File: config.mk
export PLATFORM = sky130hd
export DESIGN_NAME = ysyx_24110015_mem_arbiter
export DESIGN_NICKNAME = d
export VERILOG_FILES = /design/src/rtl/ysyx_24110015_mem_arbiter.sv
export SDC_FILE = /design/constraint.sdc
export NUM_CORES = 1
export LEC_CHECK = 0
export BUFFER_PORTS_ARGS = -buffer_cell sky130_fd_sc_hd__buf_2
export CAP_MARGIN = 40
export CORE_AREA = 2 2 108 110
export DETAILED_ROUTE_END_ITERATION = 6
export DIE_AREA = 0 0 110 112
export MAX_ROUTING_LAYER = met4
export PLACE_DENSITY = 0.76
export SLEW_MARGIN = 15
export SYNTH_ARGS = -nofsm -noshare
export SYNTH_HDL_FRONTEND = slang
export SYNTH_SLANG_ARGS = --single-unit
File: constraint.sdc
create_clock -name i_clk -period 1.9 [get_ports i_clk]
set_input_delay 0.475 -clock i_clk [delete_from_list [all_inputs] [get_ports i_clk]]
set_output_delay 0.475 -clock i_clk [all_outputs]
set_load 0.01 [all_outputs]
File: src/rtl/ysyx_24110015_mem_arbiter.sv
// Two-master (IFU, LSU) to one-slave memory arbiter, one outstanding transaction.
// Latency: request accepted in N, mem_req_valid in N+1, response passed through in RSP (>= N+2).
// Backpressure: mem_req_ready=0 holds REQ with stable fields; owner rsp_ready=0 holds RSP.
//
// Ports:
//   i_clk, i_rst                          clock, synchronous active-high reset
//   i_ifu_req_* / o_ifu_req_ready         IFU fetch request (read only)
//   o_ifu_rsp_* / i_ifu_rsp_ready         IFU response
//   i_lsu_req_* / o_lsu_req_ready         LSU load/store request
//   o_lsu_rsp_* / i_lsu_rsp_ready         LSU response (stores also get one)
//   o_mem_req_* / i_mem_req_ready         memory request, fields from registers
//   i_mem_rsp_* / o_mem_rsp_ready         memory response
module ysyx_24110015_mem_arbiter #(
    parameter int ADDR_W = 32,
    parameter int DATA_W = 32
) (
    input  logic                  i_clk,
    input  logic                  i_rst,

    input  logic                  i_ifu_req_valid,
    output logic                  o_ifu_req_ready,
    input  logic [ADDR_W-1:0]     i_ifu_req_addr,
    output logic                  o_ifu_rsp_valid,
    input  logic                  i_ifu_rsp_ready,
    output logic [DATA_W-1:0]     o_ifu_rsp_rdata,

    input  logic                  i_lsu_req_valid,
    output logic                  o_lsu_req_ready,
    input  logic [ADDR_W-1:0]     i_lsu_req_addr,
    input  logic                  i_lsu_req_wen,
    input  logic [DATA_W-1:0]     i_lsu_req_wdata,
    input  logic [DATA_W/8-1:0]   i_lsu_req_wmask,
    output logic                  o_lsu_rsp_valid,
    input  logic                  i_lsu_rsp_ready,
    output logic [DATA_W-1:0]     o_lsu_rsp_rdata,

    output logic                  o_mem_req_valid,
    input  logic                  i_mem_req_ready,
    output logic [ADDR_W-1:0]     o_mem_req_addr,
    output logic                  o_mem_req_wen,
    output logic [DATA_W-1:0]     o_mem_req_wdata,
    output logic [DATA_W/8-1:0]   o_mem_req_wmask,
    input  logic                  i_mem_rsp_valid,
    output logic                  o_mem_rsp_ready,
    input  logic [DATA_W-1:0]     i_mem_rsp_rdata
);

    typedef enum logic [1:0] {
        S_IDLE = 2'd0,
        S_REQ  = 2'd1,
        S_RSP  = 2'd2
    } state_t;

    localparam logic OWN_IFU = 1'b0;
    localparam logic OWN_LSU = 1'b1;

    state_t                r_state;
    state_t                w_next;
    logic                  r_owner;
    logic                  r_last;
    logic [ADDR_W-1:0]     r_addr;
    logic                  r_wen;
    logic [DATA_W-1:0]     r_wdata;
    logic [DATA_W/8-1:0]   r_wmask;

    logic w_idle;
    logic w_lsu_win;
    logic w_ifu_win;
    logic w_ifu_fire;
    logic w_lsu_fire;
    logic w_owner_rsp_ready;
    logic w_done;

    // Round-robin on a tie: the unit that was not granted last time wins.
    assign w_lsu_win  = i_lsu_req_valid && (!i_ifu_req_valid || (r_last == OWN_IFU));
    assign w_ifu_win  = i_ifu_req_valid && !w_lsu_win;
    assign w_idle     = (r_state == S_IDLE);
    assign w_ifu_fire = w_idle && w_ifu_win;
    assign w_lsu_fire = w_idle && w_lsu_win;

    assign w_owner_rsp_ready = (r_owner == OWN_LSU) ? i_lsu_rsp_ready : i_ifu_rsp_ready;
    assign w_done = (r_state == S_RSP) && i_mem_rsp_valid && w_owner_rsp_ready;

    always_ff @(posedge i_clk) begin
        if (i_rst) begin
            r_state <= S_IDLE;
        end else begin
            r_state <= w_next;
        end
    end

    always_ff @(posedge i_clk) begin
        if (i_rst) begin
            r_owner <= OWN_IFU;
            r_last  <= OWN_IFU;
            r_addr  <= '0;
            r_wen   <= 1'b0;
            r_wdata <= '0;
            r_wmask <= '0;
        end else begin
            if (w_lsu_fire) begin
                r_owner <= OWN_LSU;
                r_addr  <= i_lsu_req_addr;
                r_wen   <= i_lsu_req_wen;
                r_wdata <= i_lsu_req_wdata;
                r_wmask <= i_lsu_req_wmask;
            end else if (w_ifu_fire) begin
                // Fetches are reads: never let stale store fields leak out.
                r_owner <= OWN_IFU;
                r_addr  <= i_ifu_req_addr;
                r_wen   <= 1'b0;
                r_wdata <= '0;
                r_wmask <= '0;
            end
            if (w_done) begin
                r_last <= r_owner;
            end
        end
    end

    always_comb begin
        w_next          = r_state;
        o_ifu_req_ready = 1'b0;
        o_lsu_req_ready = 1'b0;
        o_ifu_rsp_valid = 1'b0;
        o_ifu_rsp_rdata = '0;
        o_lsu_rsp_valid = 1'b0;
        o_lsu_rsp_rdata = '0;
        o_mem_req_valid = 1'b0;
        o_mem_rsp_ready = 1'b0;
        o_mem_req_addr  = r_addr;
        o_mem_req_wen   = r_wen;
        o_mem_req_wdata = r_wdata;
        o_mem_req_wmask = r_wmask;

        case (r_state)
            S_IDLE: begin
                o_ifu_req_ready = w_ifu_win;
                o_lsu_req_ready = w_lsu_win;
                if (w_ifu_fire || w_lsu_fire) begin
                    w_next = S_REQ;
                end
            end
            S_REQ: begin
                o_mem_req_valid = 1'b1;
                if (i_mem_req_ready) begin
                    w_next = S_RSP;
                end
            end
            S_RSP: begin
                o_mem_rsp_ready = w_owner_rsp_ready;
                if (r_owner == OWN_LSU) begin
                    o_lsu_rsp_valid = i_mem_rsp_valid;
                    o_lsu_rsp_rdata = i_mem_rsp_rdata;
                end else begin
                    o_ifu_rsp_valid = i_mem_rsp_valid;
                    o_ifu_rsp_rdata = i_mem_rsp_rdata;
                end
                if (w_done) begin
                    w_next = S_IDLE;
                end
            end
            default: begin
                w_next = S_IDLE;
            end
        endcase

        // While reset is held every output shows its reset value, even before
        // the first edge clears the registers, so nothing leaks mid-reset.
        if (i_rst) begin
            w_next          = S_IDLE;
            o_ifu_req_ready = 1'b0;
            o_lsu_req_ready = 1'b0;
            o_ifu_rsp_valid = 1'b0;
            o_ifu_rsp_rdata = '0;
            o_lsu_rsp_valid = 1'b0;
            o_lsu_rsp_rdata = '0;
            o_mem_req_valid = 1'b0;
            o_mem_rsp_ready = 1'b0;
            o_mem_req_addr  = '0;
            o_mem_req_wen   = 1'b0;
            o_mem_req_wdata = '0;
            o_mem_req_wmask = '0;
        end
    end

endmodule

==> out/qor.txt <==
Status: finished, violations left
Failing checks: negative setup slack
Placed Cells: 922
Num CTS Buffers: 9
Worst hold stages: 3
Post-route clock period utilization: 1.03
RSZ-0062 raised after global routing: yes
CP Max Fanout: 16
Fillers: 1048
Final Max Tran Viols: 0
Worst Slack Setup Final: -0.0534 ns
WP data required: 1.42 ns
Starting Density: 0.404
Reg clk slew, reported paths: 0.06 ns
Synthesis-to-layout area growth: 44.3%
Rel. slew slack: 0.546
Routed wire length: 15100 um
Maxcap violations: 0
CTS tree: yes
GRT Overall Usage: 0.242
Antenna Nets Post-Route: 0
Die ar.: 0.0123 mm^2
Final nets: 933
Asr flop ratio synth: 0
Layout cell share with drive strength beyond 1: 0.464
Cell Area, Synth: 0.00451 mm^2
Global-route wire length before repair: 23400 um
CP Launch Type: register
Yosys top cell by area: dfxtp_1
Skew final: 0.0116 ns
Min-Delay Endpoint: r_wdata[4]
Vias in the first global route: 4671
Fin cells: 942
Core Box Area: 0.0112 mm^2
Crit path capture type: primary output
Most used flip-flop cell after synthesis: dfxtp_1
Post-DP HPWL: 10100 um
Post-Syn Instances: 547
Pre-Repair DR Iteration Count: 4
Final hold vios: 0
CTS sink count: 73
FF-to-FF path depth: 5
Final setup fails: 32
CTS max path bufs: 2
Gr ovfl total: 0
Hold Path Origin: i_lsu_req_wdata[4]
H-tree depth: 3
Post-synth cell types: 31
Synth area leaders: dfxtp_1 32%, a2111oi_2 10%, nor2b_1 9.7%, and2_1 8.9%, a21oi_1 8.0%
Reg2reg setup slack: 0.07 ns
Boundary pin count: 280
Synth top area share: 0.324
Slew @ Worst Pin: 0.681 ns
Die Y: 112 um
Chip width: 110 um
Detailed Route Iter0 Violations: 361
Worst VDD drop: 0.399 mV
Fmax: 512 MHz
Register area: 0.00147 mm^2
DRC: 0
Vias per std cell: 5.37
CTS Hold Buffers Added: 0
Setup Crit Path Kind: register to primary output
Synth cell count leaders: 73 x dfxtp_1, 72 x a21oi_1, 70 x nor2b_1
Post-synth EDFFs: 0
Mean Syn Cell Area: 8.25 um^2
IO buf count: 279
R2r endpoint: r_addr[0]
Cell Rows: 39
Ys Warns: 0
Number of synthesized register bits: 73
Mapped Nets: 688
Min Tclk post-route: 1.95 ns
Root Buffer: clkbuf_16
Largest net degree at the start of global routing: 86
Multi-input gate area: 0.00283 mm^2
Crit path DAT: 1.48 ns
Pleak: 3.08 nW
Clk_lat worst skew: 0.33 ns
Cell Pwr Density: 722 mW/mm^2
Register area share after synthesis: 0.324
Antenna violations before repair: 2
Via count: 5060
Worst Hold Class: primary input to register
Worst Hold Margin: 0.394 ns
WL/cell: 16.0 um
Cell with the most instances after synthesis: dfxtp_1
GPL Wtd Cong: 0.852
Reg-to-Reg Start: r_state[1]
-- metrics by stage --
stage	util	setup TNS [ns]	setup slack, ns	total power [mW]	area, um^2
global route	0.583	-5.61	-0.153	4.95	6510
finish	0.583	-1.27	-0.0534	4.70	6510
CTS	0.576	-3.56	-0.107	4.69	6440
floorplan	-	0	0.0536	2.52	4510
global placement	0.542	0	0.124	2.94	6060
detailed placement	0.542	0	0.0700	2.95	6060
-- registers in the layout, summed over array words and instances (netlist names) --
signal / flops
r_owner: 1
r_wen: 1
r_wmask: 4
r_wdata: 32
r_state: 2
r_last: 1
r_addr: 32
-- worst max-delay path, stage by stage, from the launching register on --
cell      delay, ns
dfxtp_2        0.33
nand2b_4       0.17
nor3b_4        0.22
buf_6          0.18
and2_1         0.14
buf_2          0.12
-- worst max-delay path by stage --
stage	startpoint	endpoint	slack (ns)	cells after the start
after floorplan	i_ifu_req_valid	o_lsu_req_ready	0.05	5
after global placement	i_rst	o_lsu_rsp_rdata[3]	0.12	5
after detailed placement	r_state[1]	r_addr[0]	0.07	4
after CTS	r_state[0]	o_lsu_rsp_rdata[15]	-0.11	6
after global routing	r_state[0]	o_lsu_rsp_rdata[20]	-0.15	5
final	r_state[0]	o_lsu_rsp_rdata[20]	-0.05	5
-- report_power, final --
part	internal (mW)	switching, mW	leakage, nW
combinational	0.537	0.684	2.33
clock	1.02	0.699	0.139
sequential	1.69	0.0701	0.604
-- routing by layer --
layer  vias to the layer above  track usage  wire (um)
met3                        32       0.0427       1050
met5                         -            -          0
met1                      2341        0.282       5780
met2                       209        0.398       7730
li1                       2478            -          -
met4                         0        0.115        501
-- final cells by class --
| cell class | instances | area share |
|---|---|---|
| repair buffers | 302 | 0.264 |
| inverters | 4 | 0.00231 |
| multi-input cells | 402 | 0.434 |
| flip-flops and latches | 73 | 0.225 |
| well taps | 143 | 0.0275 |
| clock inverters | 6 | 0.0104 |
| clock buffers | 10 | 0.0352 |
| diodes | 2 | 0.000769 |
-- cell families after synthesis --
| family | after synthesis | synth area share |
|---|---|---|
| AO/OA/AOI/OAI | 148 | 0.236 |
| flip-flops | 73 | 0.324 |
| AND/OR/NAND/NOR | 253 | 0.366 |
| multiplexers | 1 | 0.00222 |
| buffers and inverters | 72 | 0.0712 |
-- repair_timing --
item,CTS,global route
gates cloned,1,0
endpoints found under the setup margin,68,69
buffers inserted,2,0
pin swaps,2,4
gates resized for setup,13,21
-- placed cells by master (no fill, tap or decap), types with 3 or more instances in the layout --
cell and count:
nor2b_1 69, dfxtp_1 70, buf_12 6, o21ai_0 39, and2_4 3, buf_6 10
a2111oi_2 30, and4b_1 33, clkbuf_16 9, a21oi_1 72, and2_1 61, nor4_1 32
buf_2 271, nand3_1 37, buf_4 14
(Power assumes the default switching activity.)
